[config.mk]
export PLATFORM = sky130hd
export DESIGN_NAME = rom_dl_streamer
export DESIGN_NICKNAME = d
export VERILOG_FILES = /design/src/rtl/rom_dl_pkg.sv /design/src/rtl/dl_phase_timer.sv /design/src/rtl/rom_dl_streamer.sv
export SDC_FILE = /design/constraint.sdc
export NUM_CORES = 1
export LEC_CHECK = 0
export ABC_AREA = 1
export CAP_MARGIN = 15
export CORE_MARGIN = 2
export CORE_UTILIZATION = 35
export CTS_CLUSTER_DIAMETER = 40
export DETAILED_ROUTE_END_ITERATION = 7
export GPL_TIMING_DRIVEN = 0
export PLACE_DENSITY = 0.58
export SKIP_LAST_GASP = 1
export SLEW_MARGIN = 10
export SYNTH_ARGS = -nofsm -noshare
export SYNTH_HDL_FRONTEND = slang
export SYNTH_SLANG_ARGS = --single-unit
[constraint.sdc]
create_clock -name MCLK -period 1.99 [get_ports MCLK]
set_input_delay 0.4975 -clock MCLK [delete_from_list [all_inputs] [get_ports MCLK]]
set_output_delay 0.4975 -clock MCLK [all_outputs]
set_load 0.03 [all_outputs]
[src/rtl/rom_dl_pkg.sv]
// rtl/rom_dl_pkg.sv - shared types and constants for the ROM download streamer
package rom_dl_pkg;

   localparam int ROMAD_W       = 16;
   localparam int ROMDT_W       = 8;
   localparam int LEN_W         = ROMAD_W + 1;
   localparam int DEF_SETUP_CYC = 2;
   localparam int DEF_HIGH_CYC  = 2;
   localparam int DEF_HOLD_CYC  = 2;

   typedef enum logic [2:0] {
      ST_IDLE,
      ST_FETCH,
      ST_SETUP,
      ST_HIGH,
      ST_HOLD,
      ST_FIN
   } dl_state_t;

   // Phase timer must hold the largest phase length minus one.
   function automatic int timer_width(input int s, input int h, input int o);
      int m;
      int w;
      m = (s > h) ? s : h;
      m = (m > o) ? m : o;
      w = $clog2(m + 1);
      return (w < 1) ? 1 : w;
   endfunction

endpackage

[src/rtl/dl_phase_timer.sv]
// rtl/dl_phase_timer.sv - loadable down-counter timing the SETUP/HIGH/HOLD phases
module dl_phase_timer #(
   parameter int W = 2
) (
   input  logic         clk,
   input  logic         rst_n,
   input  logic         load,
   input  logic [W-1:0] value,
   output logic         expired
);

   logic [W-1:0] count;

   always_ff @(posedge clk or negedge rst_n) begin
      if (!rst_n) begin
         count <= '0;
      end else if (load) begin
         count <= value;
      end else if (count != '0) begin
         count <= count - 1'b1;
      end
   end

   assign expired = (count == '0);

endmodule

[src/rtl/rom_dl_streamer.sv]
// rtl/rom_dl_streamer.sv - writes a host byte stream onto the DLROM download bus
module rom_dl_streamer
   import rom_dl_pkg::*;
#(
   parameter int SETUP_CYC = DEF_SETUP_CYC,
   parameter int HIGH_CYC  = DEF_HIGH_CYC,
   parameter int HOLD_CYC  = DEF_HOLD_CYC
) (
   input  logic               MCLK,
   input  logic               RESET_N,
   input  logic               START,
   input  logic [ROMAD_W-1:0] BASE,
   input  logic [LEN_W-1:0]   LENGTH,
   input  logic               ABORT,
   input  logic               SRC_VALID,
   input  logic [ROMDT_W-1:0] SRC_DATA,
   output logic               SRC_READY,
   output logic               ROMCL,
   output logic [ROMAD_W-1:0] ROMAD,
   output logic [ROMDT_W-1:0] ROMDT,
   output logic               ROMEN,
   output logic               BUSY,
   output logic               DONE,
   output logic [ROMDT_W-1:0] SUM
);

   localparam int            TW       = timer_width(SETUP_CYC, HIGH_CYC, HOLD_CYC);
   localparam logic [TW-1:0] SETUP_LD = TW'(SETUP_CYC - 1);
   localparam logic [TW-1:0] HIGH_LD  = TW'(HIGH_CYC - 1);
   localparam logic [TW-1:0] HOLD_LD  = TW'(HOLD_CYC - 1);

   dl_state_t          state;
   logic [ROMAD_W-1:0] addr;
   logic [LEN_W-1:0]   count;
   logic               abort_pend;
   logic               tmr_load;
   logic [TW-1:0]      tmr_value;
   logic               tmr_expired;

   dl_phase_timer #(.W(TW)) u_timer (
      .clk     (MCLK),
      .rst_n   (RESET_N),
      .load    (tmr_load),
      .value   (tmr_value),
      .expired (tmr_expired)
   );

   // Each phase loads the length of the phase that follows it.
   always_comb begin
      tmr_load  = 1'b0;
      tmr_value = '0;
      case (state)
         ST_FETCH: begin tmr_load = 1'b1;        tmr_value = SETUP_LD; end
         ST_SETUP: begin tmr_load = tmr_expired; tmr_value = HIGH_LD;  end
         ST_HIGH:  begin tmr_load = tmr_expired; tmr_value = HOLD_LD;  end
         default:  ;
      endcase
   end

   always_ff @(posedge MCLK or negedge RESET_N) begin
      if (!RESET_N) begin
         state      <= ST_IDLE;
         addr       <= '0;
         count      <= '0;
         abort_pend <= 1'b0;
         SRC_READY  <= 1'b0;
         ROMCL      <= 1'b0;
         ROMAD      <= '0;
         ROMDT      <= '0;
         ROMEN      <= 1'b0;
         BUSY       <= 1'b0;
         DONE       <= 1'b0;
         SUM        <= '0;
      end else begin
         DONE <= 1'b0;
         case (state)
            ST_IDLE: begin
               if (START) begin
                  addr       <= BASE;
                  count      <= LENGTH;
                  SUM        <= '0;
                  BUSY       <= 1'b1;
                  abort_pend <= 1'b0;
                  if (LENGTH == '0) begin
                     state <= ST_FIN;
                  end else begin
                     state     <= ST_FETCH;
                     SRC_READY <= 1'b1;
                  end
               end
            end
            ST_FETCH: begin
               if (ABORT) begin
                  state     <= ST_IDLE;
                  SRC_READY <= 1'b0;
                  BUSY      <= 1'b0;
               end else if (SRC_VALID && SRC_READY) begin
                  state     <= ST_SETUP;
                  SRC_READY <= 1'b0;
                  ROMDT     <= SRC_DATA;
                  ROMAD     <= addr;
                  ROMEN     <= 1'b1;
                  SUM       <= SUM + SRC_DATA;
               end
            end
            ST_SETUP: begin
               if (ABORT) begin
                  state <= ST_IDLE;
                  ROMEN <= 1'b0;
                  BUSY  <= 1'b0;
               end else if (tmr_expired) begin
                  state <= ST_HIGH;
                  ROMCL <= 1'b1;
               end
            end
            ST_HIGH: begin
               if (ABORT) abort_pend <= 1'b1;
               if (tmr_expired) begin
                  state <= ST_HOLD;
                  ROMCL <= 1'b0;
               end
            end
            ST_HOLD: begin
               if (ABORT) abort_pend <= 1'b1;
               if (tmr_expired) begin
                  ROMEN <= 1'b0;
                  addr  <= addr + 1'b1;
                  count <= count - 1'b1;
                  // Once the write has been framed, a late abort simply ends the transfer.
                  if (abort_pend || ABORT) begin
                     state <= ST_IDLE;
                     BUSY  <= 1'b0;
                  end else if (count == LEN_W'(1)) begin
                     state <= ST_FIN;
                  end else begin
                     state     <= ST_FETCH;
                     SRC_READY <= 1'b1;
                  end
               end
            end
            ST_FIN: begin
               state <= ST_IDLE;
               DONE  <= 1'b1;
               BUSY  <= 1'b0;
            end
            default: state <= ST_IDLE;
         endcase
      end
   end

endmodule

# Word-level counts from Yosys, hierarchy flattened
# Index checks and enable logic that the tools add are counted.
# Widths: inputs -> output; s select.
[word_totals]
ff_bits = 76
word_cells = 116
out_inout_bits = 37
[op_classes]
add_sub_neg = 4
n_bitwise = 1
eq_ne = 22
reduce_logical = 27
mux = 49
[ops]
columns = ["op", "count"]
rows = [
  ["$mux 17", 2],
  ["$pmux 17 s2", 1],
  ["$mux 16", 2],
  ["$pmux 16 s2", 1],
  ["$mux 3", 10],
  ["$mux 8", 3],
  ["$ne 2x2->1 const B", 12],
  ["$mux 1", 20],
  ["$eq 17x1->1 const B", 1],
  ["$logic_not 17->1", 1],
  ["$sub 17x1->17 const B", 1],
  ["$add 16x1->16 const B", 1],
  ["$pmux 8 s2", 1],
  ["$pmux 3 s5", 1],
  ["$reduce_and 5->1", 3],
  ["$reduce_bool 2->1", 6],
  ["$reduce_and 3->1", 3],
  ["$add 8x8->8", 1],
  ["$reduce_and 4->1", 2],
  ["$reduce_and 7->1", 1],
  ["$eq 3x2->1 const B", 2],
  ["$eq 3x3->1 const B", 2],
  ["$ne 3x3->1 const B", 2],
  ["$pmux 1 s2", 3],
  ["15 further kinds", 21],
]

# Depth between registers and ports, before layout
# Gate-level depths: netlist of the first run.
[logic_depth]
depth_word = 5
ltp_mapped = 12

# By module
# Synthesis of the first run repeated with hierarchy kept, for this count alone.
[hier_totals]
cells_unflattened = 641
hier_area_um2 = 4521.8
[by_module_without_submodules]
columns = ["module", "area_per_inst_um2", "instances", "cells_each"]
rows = [
  ["rom_dl_streamer", 4401.7, 1, 624],
  ["dl_phase_timer", 120.1, 1, 17],
]

# Worst setup path before layout of the first run
# Ideal clock, no wire load.
[synth_timing]
kind = "flip-flop to flip-flop"
start = "reg SUM[0]"
end = "reg SUM[4]"
arrival_ps = 1541
stages_incl_launch_ff = 6
setup_slack_ps = 321
n_path_buf = 0
setup_ps = 128
path_cell_list = "dfrtp_1 > ha_1 > fa_1 > a31oi_1 > xor2_1 > o21ai_0"
[synth_between]
elab_chain_len = 4
[synth_lines]
columns = ["item", "line", "source"]
rows = [
  ["from (decl)", "rom_dl_streamer.sv:24", "output logic [ROMDT_W-1:0] SUM"],
  ["from (signal assigned)", "rom_dl_streamer.sv:103", "SUM <= SUM + SRC_DATA;"],
  ["$add 8x8->8", "rom_dl_streamer.sv:103", ""],
  ["$mux 8", "rom_dl_streamer.sv:97", "end else if (SRC_VALID && SRC_READY) begin"],
  ["$mux 8", "rom_dl_streamer.sv:93", "if (ABORT) begin"],
  ["$pmux 8 s2", "rom_dl_streamer.sv:76", "case (state)"],
]
# No other way between the ends. The select of a mux whose other input is x is not followed.
# A chain may end at the register's enable or synchronous reset.

# Worst setup path in the final report of the first run
[layout_timing]
start = "reg SUM[6]"
end = "out SUM[6]"
# No word-level cell between the ends.

==> flow_metrics.env, run 1 <==
export IMPL_cts_tree="built"
export IMPL_ir_drop_v=0.0005629
export IMPL_grt_busiest_layer="met2"
export IMPL_yosysSeqAreaShare_pct=43.48
export IMPL_grt_pass1_wl_um=20290
export IMPL_drt_total_wl_um=12440
export IMPL_layout_common_cells="nand2_1, clkdlybuf4s50_1, dfrtp_1, nor2_1, o21ai_0"
export IMPL_start_util_pct=36.12
export IMPL_layout_nets=749
export IMPL_rsz0062_at_grt="false"
export IMPL_layout_setup_ws_ns=0.07753
export IMPL_grt_usage_pct=19.64
export IMPL_cts_sinks=76
export IMPL_maxSlewViolCount=0
export IMPL_viasPerCell=4.879
export IMPL_hp_class="in -> async"
export IMPL_dp_slack_ns=-0.2337
export IMPL_fin_util_pct=47.23
export IMPL_hold_buffers=0
export IMPL_critPathLaunchType="flip-flop"
export IMPL_syn_cell_area_um2=4374
export IMPL_io_pins=83
export IMPL_crit_chain="clkdlybuf4s50_1"
export IMPL_synth_fp_nets=655
export IMPL_yosysWarnings=0
export IMPL_p_per_area_nw_per_um2=1598
export IMPL_grt_util_met1_pct=27.56
export IMPL_area_delta_synth_final_pct=30.78
export IMPL_tightestPinTransition_ns=0.8151
export IMPL_final_common_cell="nand2_1"
export IMPL_path_class="reg -> out"
export IMPL_wire_per_inst_um=14.42
export IMPL_die_area_um2=13410
export IMPL_drive_gt1_share_pct=6.043
export IMPL_die_w_um=115.8
export IMPL_p_total_mw=9.143
export IMPL_die_height_um=115.8
export IMPL_fin_skew_ns=0.004033
export IMPL_antenna_left=0
export IMPL_antenna_found_initial=0
export IMPL_place_gp_congestion=0.8908
export IMPL_cts_root_buf="clkbuf_16"
export IMPL_post_cts_setup_buffers=0
export IMPL_setup_viol=0
export IMPL_fin_tns_setup_ns=0
export IMPL_cp_end_kind="output pin"
export IMPL_cp_slowest_cell="clkdlybuf4s50_1"
export IMPL_num_antenna_cells=0
export IMPL_drt_first_pass_iters=5
export IMPL_grt_pass1_vias=4065
export IMPL_max_clock_path_buffers=2
export IMPL_fin_crit_sh_pct=96.10
export IMPL_clock_latency_ns=0.34
export IMPL_rows=40
export IMPL_use_met2_pct=30.53
export IMPL_grt_max_degree=43
export IMPL_drcViolationCount=0
export IMPL_ctsHtreeMaxLevel=3
export IMPL_grt_use_met3_pct=3.400
export IMPL_cp_required_ns=1.49
export IMPL_ys_types=35
export IMPL_fmax_ghz=0.5229
export IMPL_num_vias=4211
export IMPL_arrival_ns=1.41
export IMPL_p_leak_nw=2.687
export IMPL_drt_iter0_drc=262
export IMPL_layout_min_cycle_time_ns=1.912
export IMPL_cpLargestDelayFamily="buffers and inverters"
export IMPL_outcome="completed"
export IMPL_critical_path_max_stage_delay_ns=0.69
export IMPL_crit_path_max_fanout=3
export IMPL_syn_inst=597
export IMPL_cts_buffers=9
export IMPL_io_buffer_count=82
export IMPL_core_area_um2=12110
export IMPL_crit_buf_inv=1
export IMPL_clkTransAtPathRegs_ns=0.06
export IMPL_dpl_hpwl_um=9102
export IMPL_hold_viol=0
export IMPL_post_cts_resized=0
export IMPL_slew_headroom_pct=45.61
export IMPL_synth_area_per_cell_um2=7.327
export IMPL_drv_cap=0
export IMPL_synth_seq_cells=76
export IMPL_grt_ovfl_total=0
==> power by group <==
part	switching (mW)	internal, mW	total (mW)
clock network	0.623	0.998	1.62
logic	2.91	1.75	4.66
registers	0.588	2.27	2.86
total	4.12	5.02	9.14
==> cell families after synthesis <==
| family | count (synthesis) | share of synthesized area (%) |
|---|---|---|
| compound gates | 107 | 13.33 |
| simple gates | 314 | 29.35 |
| flops | 76 | 43.48 |
| xor+xnor | 15 | 3.004 |
| buf+inv | 73 | 7.237 |
| fa+ha+maj | 12 | 3.604 |
==> cell type report <==
class	instances	area [µm²]
buffer	18	110.1
clock buffer	13	250.2
clock inverter	2	35.03
fill	1240	6391
inverter	55	206.4
multi-input combinational	448	2158
sequential	76	1902
tap	168	210.2
timing repair buffer	83	848.3
==> worst paths after layout <==
kind,startpoint,slack (ns),depth (start not counted),to
setup reg to reg,u_timer.count[0],0.19,9,count[4]
hold reg to reg,ROMDT[1],0.48,2,ROMDT[1]
setup / recovery,SUM[6],0.08,1,SUM[6]
hold / removal,RESET_N,0.12,1,count[11]
min in group MCLK,ROMDT[1],0.48,2,ROMDT[1]
max in group asynchronous,RESET_N,1.29,2,ROMAD[6]
==> through the flow <==
| stage | hold WS [ns] | instances | instance area [µm²] |
|---|---|---|---|
| after global routing | 0.1536 | 863 | 5720 |
| final | 0.1175 | 863 | 5720 |
| after floorplan | 0.2019 | 597 | 4374 |
| after detailed placement | 0.4686 | 848 | 5430 |
| after global placement | 0.4632 | 847 | 5405 |
| after CTS | 0.1364 | 863 | 5715 |
==> cell usage after synthesis <==
cell | count | area share (%)
a21oi_1 | 13 | 1.5
a22oi_1 | 2 | 0.34
a31oi_1 | 3 | 0.43
and2_1 | 1 | 0.14
buf_2 | 10 | 1.1
buf_4 | 2 | 0.34
buf_6 | 3 | 0.77
clkbuf_1 | 3 | 0.26
dfrtp_1 | 76 | 43
fa_1 | 1 | 0.46
ha_1 | 11 | 3.1
inv_1 | 52 | 4.5
inv_2 | 3 | 0.26
nand2_1 | 181 | 16
nand2_2 | 2 | 0.29
nand3_1 | 37 | 4.2
nand3_2 | 2 | 0.46
nand3b_1 | 1 | 0.17
nand4_1 | 5 | 0.72
nor2_1 | 76 | 6.5
nor2_2 | 3 | 0.43
nor2_4 | 1 | 0.26
nor3_1 | 4 | 0.46
o2111ai_1 | 1 | 0.20
o211ai_1 | 4 | 0.69
o21a_1 | 1 | 0.17
o21ai_0 | 61 | 7.0
o21ai_1 | 9 | 1.0
o21bai_1 | 1 | 0.17
o22a_1 | 1 | 0.20
o22ai_1 | 10 | 1.4
o32ai_1 | 1 | 0.20
or2_2 | 1 | 0.14
xnor2_1 | 1 | 0.20
xor2_1 | 14 | 2.8
==> flip-flops by register name, indices dropped and copies added, names as in the netlist, 2 cells and up <==
register / flops
ROMDT: 8
SUM: 8
state: 3
addr: 16
u_timer.count: 2
count: 17
ROMAD: 16
==> per-layer routing <==
metal	part of all wire (%)	vias up	wire length (µm)
met4	1.6	0	197
met1	48	1949	5923
li1	-	2128	-
met5	0	-	0
met3	4.6	18	569
met2	46	116	5752
No activity file was read; power rests on OpenSTA's default activity.
==> run 2, diff against run 1 <==
--- a/config.mk
+++ b/config.mk
@@ -7,12 +7,14 @@
 export LEC_CHECK = 0
 export ABC_AREA = 1
 export CAP_MARGIN = 15
+export CELL_PAD_IN_SITES_DETAIL_PLACEMENT = 0
+export CELL_PAD_IN_SITES_GLOBAL_PLACEMENT = 2
 export CORE_MARGIN = 2
-export CORE_UTILIZATION = 35
+export CORE_UTILIZATION = 29
 export CTS_CLUSTER_DIAMETER = 40
 export DETAILED_ROUTE_END_ITERATION = 7
 export GPL_TIMING_DRIVEN = 0
-export PLACE_DENSITY = 0.58
+export PLACE_DENSITY = 0.8
 export SKIP_LAST_GASP = 1
 export SLEW_MARGIN = 10
 export SYNTH_ARGS = -nofsm -noshare
==> run 2 against run 1 <==
  * Wire length up 7.6%
  * Total power is 3.4% higher
  * Combinational power up 2%
==> flow_metrics.env, run 2 (synthesized netlist as in run 1, its figures left out) <==
export IMPL_outcome="completed"
export IMPL_crit_buf_inv=1
export IMPL_cts_tree="built"
export IMPL_drive_gt1_share_pct=6.484
export IMPL_fin_skew_ns=0.009444
export IMPL_multi_input_area_um2=2165
export IMPL_p_leak_nw=2.707
export IMPL_dpl_cell_area_um2=5450
export IMPL_grt_ovfl_total=0
export IMPL_layout_min_cycle_time_ns=1.927
export IMPL_rsz0062_at_grt="false"
export IMPL_clkTransAtPathRegs_ns=0.06
export IMPL_grt_util_met1_pct=23.11
export IMPL_cp_required_ns=1.49
export IMPL_final_common_cell="nand2_1"
export IMPL_seq_area_um2=1902
export IMPL_fin_tns_setup_ns=0
export IMPL_die_area_um2=16080
export IMPL_regMostFlops="count"
export IMPL_p_seq_share_pct=30.3
export IMPL_num_antenna_cells=0
export IMPL_clock_latency_ns=0.34
export IMPL_arrival_ns=1.43
export IMPL_tightestPinTransition_ns=0.6930
export IMPL_crit_path_max_fanout=3
export IMPL_path_class="reg -> out"
export IMPL_drv_cap=0
export IMPL_cp_slowest_cell="clkdlybuf4s50_1"
export IMPL_slew_headroom_pct=53.80
export IMPL_core_area_um2=14640
export IMPL_ir_drop_v=0.0006321
export IMPL_die_w_um=126.8
export IMPL_grt_busiest_layer="met2"
export IMPL_post_cts_resized=0
export IMPL_io_buffer_count=82
export IMPL_drcViolationCount=0
export IMPL_fin_util_pct=39.53
export IMPL_io_pins=83
export IMPL_combPwrFrac_pct=50.0
export IMPL_viasPerCell=4.772
export IMPL_top_regs="count (17), ROMAD (16), addr (16)"
export IMPL_grt_pass1_wl_um=21960
export IMPL_wire_per_inst_um=15.25
export IMPL_drt_first_pass_iters=6
export IMPL_dpl_hpwl_um=9983
export IMPL_fmax_ghz=0.5191
export IMPL_die_height_um=126.8
export IMPL_critPathLaunchType="flip-flop"
export IMPL_grt_usage_pct=17.34
export IMPL_antenna_found_initial=0
export IMPL_grt_max_degree=45
export IMPL_place_gp_congestion=0.8372
export IMPL_cp_end_kind="output pin"
export IMPL_hold_viol=0
export IMPL_maxSlewViolCount=0
export IMPL_rows=44
export IMPL_crit_chain="clkdlybuf4s50_1"
export IMPL_nFillCells=1537
export IMPL_p_total_mw=9.454
export IMPL_drt_iter0_drc=203
export IMPL_num_vias=4190
export IMPL_hold_buffers=0
export IMPL_p_per_area_nw_per_um2=1633
export IMPL_cts_sinks=76
export IMPL_p_sw_share_pct=44.53
export IMPL_antenna_left=0
export IMPL_grt_use_met3_pct=4.133
export IMPL_cpLargestDelayFamily="buffers and inverters"
export IMPL_cts_root_buf="clkbuf_16"
export IMPL_layout_common_cells="nand2_1, clkdlybuf4s50_1, dfrtp_1, nor2_1, o21ai_0"
export IMPL_drt_total_wl_um=13390
export IMPL_cts_buffers=9
export IMPL_clkPwrFrac_pct=19.7
export IMPL_design_area_um2=5789
export IMPL_critical_path_max_stage_delay_ns=0.70
export IMPL_layout_nets=749
export IMPL_post_cts_setup_buffers=0
export IMPL_max_clock_path_buffers=2
export IMPL_setup_viol=0
export IMPL_grt_pass1_vias=4287
export IMPL_fin_crit_sh_pct=96.81
export IMPL_hp_class="in -> async"
export IMPL_largest_reg_flops=17
export IMPL_p_sw_mw=4.210
export IMPL_use_met2_pct=28.40
export IMPL_area_delta_synth_final_pct=32.35
export IMPL_internal_power_mw=5.244
export IMPL_start_util_pct=29.87
export IMPL_ctsHtreeMaxLevel=3
run 2: cell types whose count changed in the layout (fill, tap and decap cells not counted), sizes merged:
cell,previous run,this run
bufinv,1,3
clkinvlp,0,1
clkbuf,16,12
run 2: through the flow:
step / hold slack (ns) / std cells / setup WS, ns
after global routing: 0.1393 / 878 / 0.01597
after floorplan: 0.2019 / 597 / 0.3208
final: 0.1172 / 878 / 0.06347
after CTS: 0.1244 / 878 / 0.005625
after global placement: 0.4628 / 863 / -2.598
after detailed placement: 0.4659 / 864 / -0.2458
run 2: final timing paths:
| kind | from | end | slack (ns) | cells past startpoint |
|---|---|---|---|---|
| hold / removal | RESET_N | ROMAD[13] | 0.12 | 1 |
| setup / recovery | SUM[2] | SUM[2] | 0.06 | 1 |
| min in group MCLK | ROMAD[6] | ROMAD[6] | 0.48 | 2 |
| setup reg to reg | u_timer.count[0] | addr[12] | 0.18 | 9 |
| max in group asynchronous | RESET_N | SUM[3] | 1.28 | 2 |
| hold reg to reg | ROMAD[6] | ROMAD[6] | 0.48 | 2 |
run 2: routing by layer:
metal / vias up / part of all wire [%]
li1: 2118 / -
met1: 1971 / 48
met2: 87 / 46
met3: 14 / 4.2
met4: 0 / 1.6
met5: - / 0
run 2: cell type report:
class	count	area share [%]
Timing Repair Buffer	83	14.65
Clock buffer	9	3.890
Clock inverter	5	1.772
Buffer	18	1.902
Inverter	55	3.566
Sequential cell	76	32.85
Tap cell	184	3.977
Multi-Input combinational cell	448	37.39
run 2: power groups by stage:
stage	Clock [mW]	Combinational, mW	Sequential, mW
CTS	1.90	4.77	2.87
detailed placement	0	4.76	2.89
finish	1.86	4.73	2.86
global placement	0	4.68	2.87
floorplan	0	2.51	3.39
global route	1.96	5.31	2.99
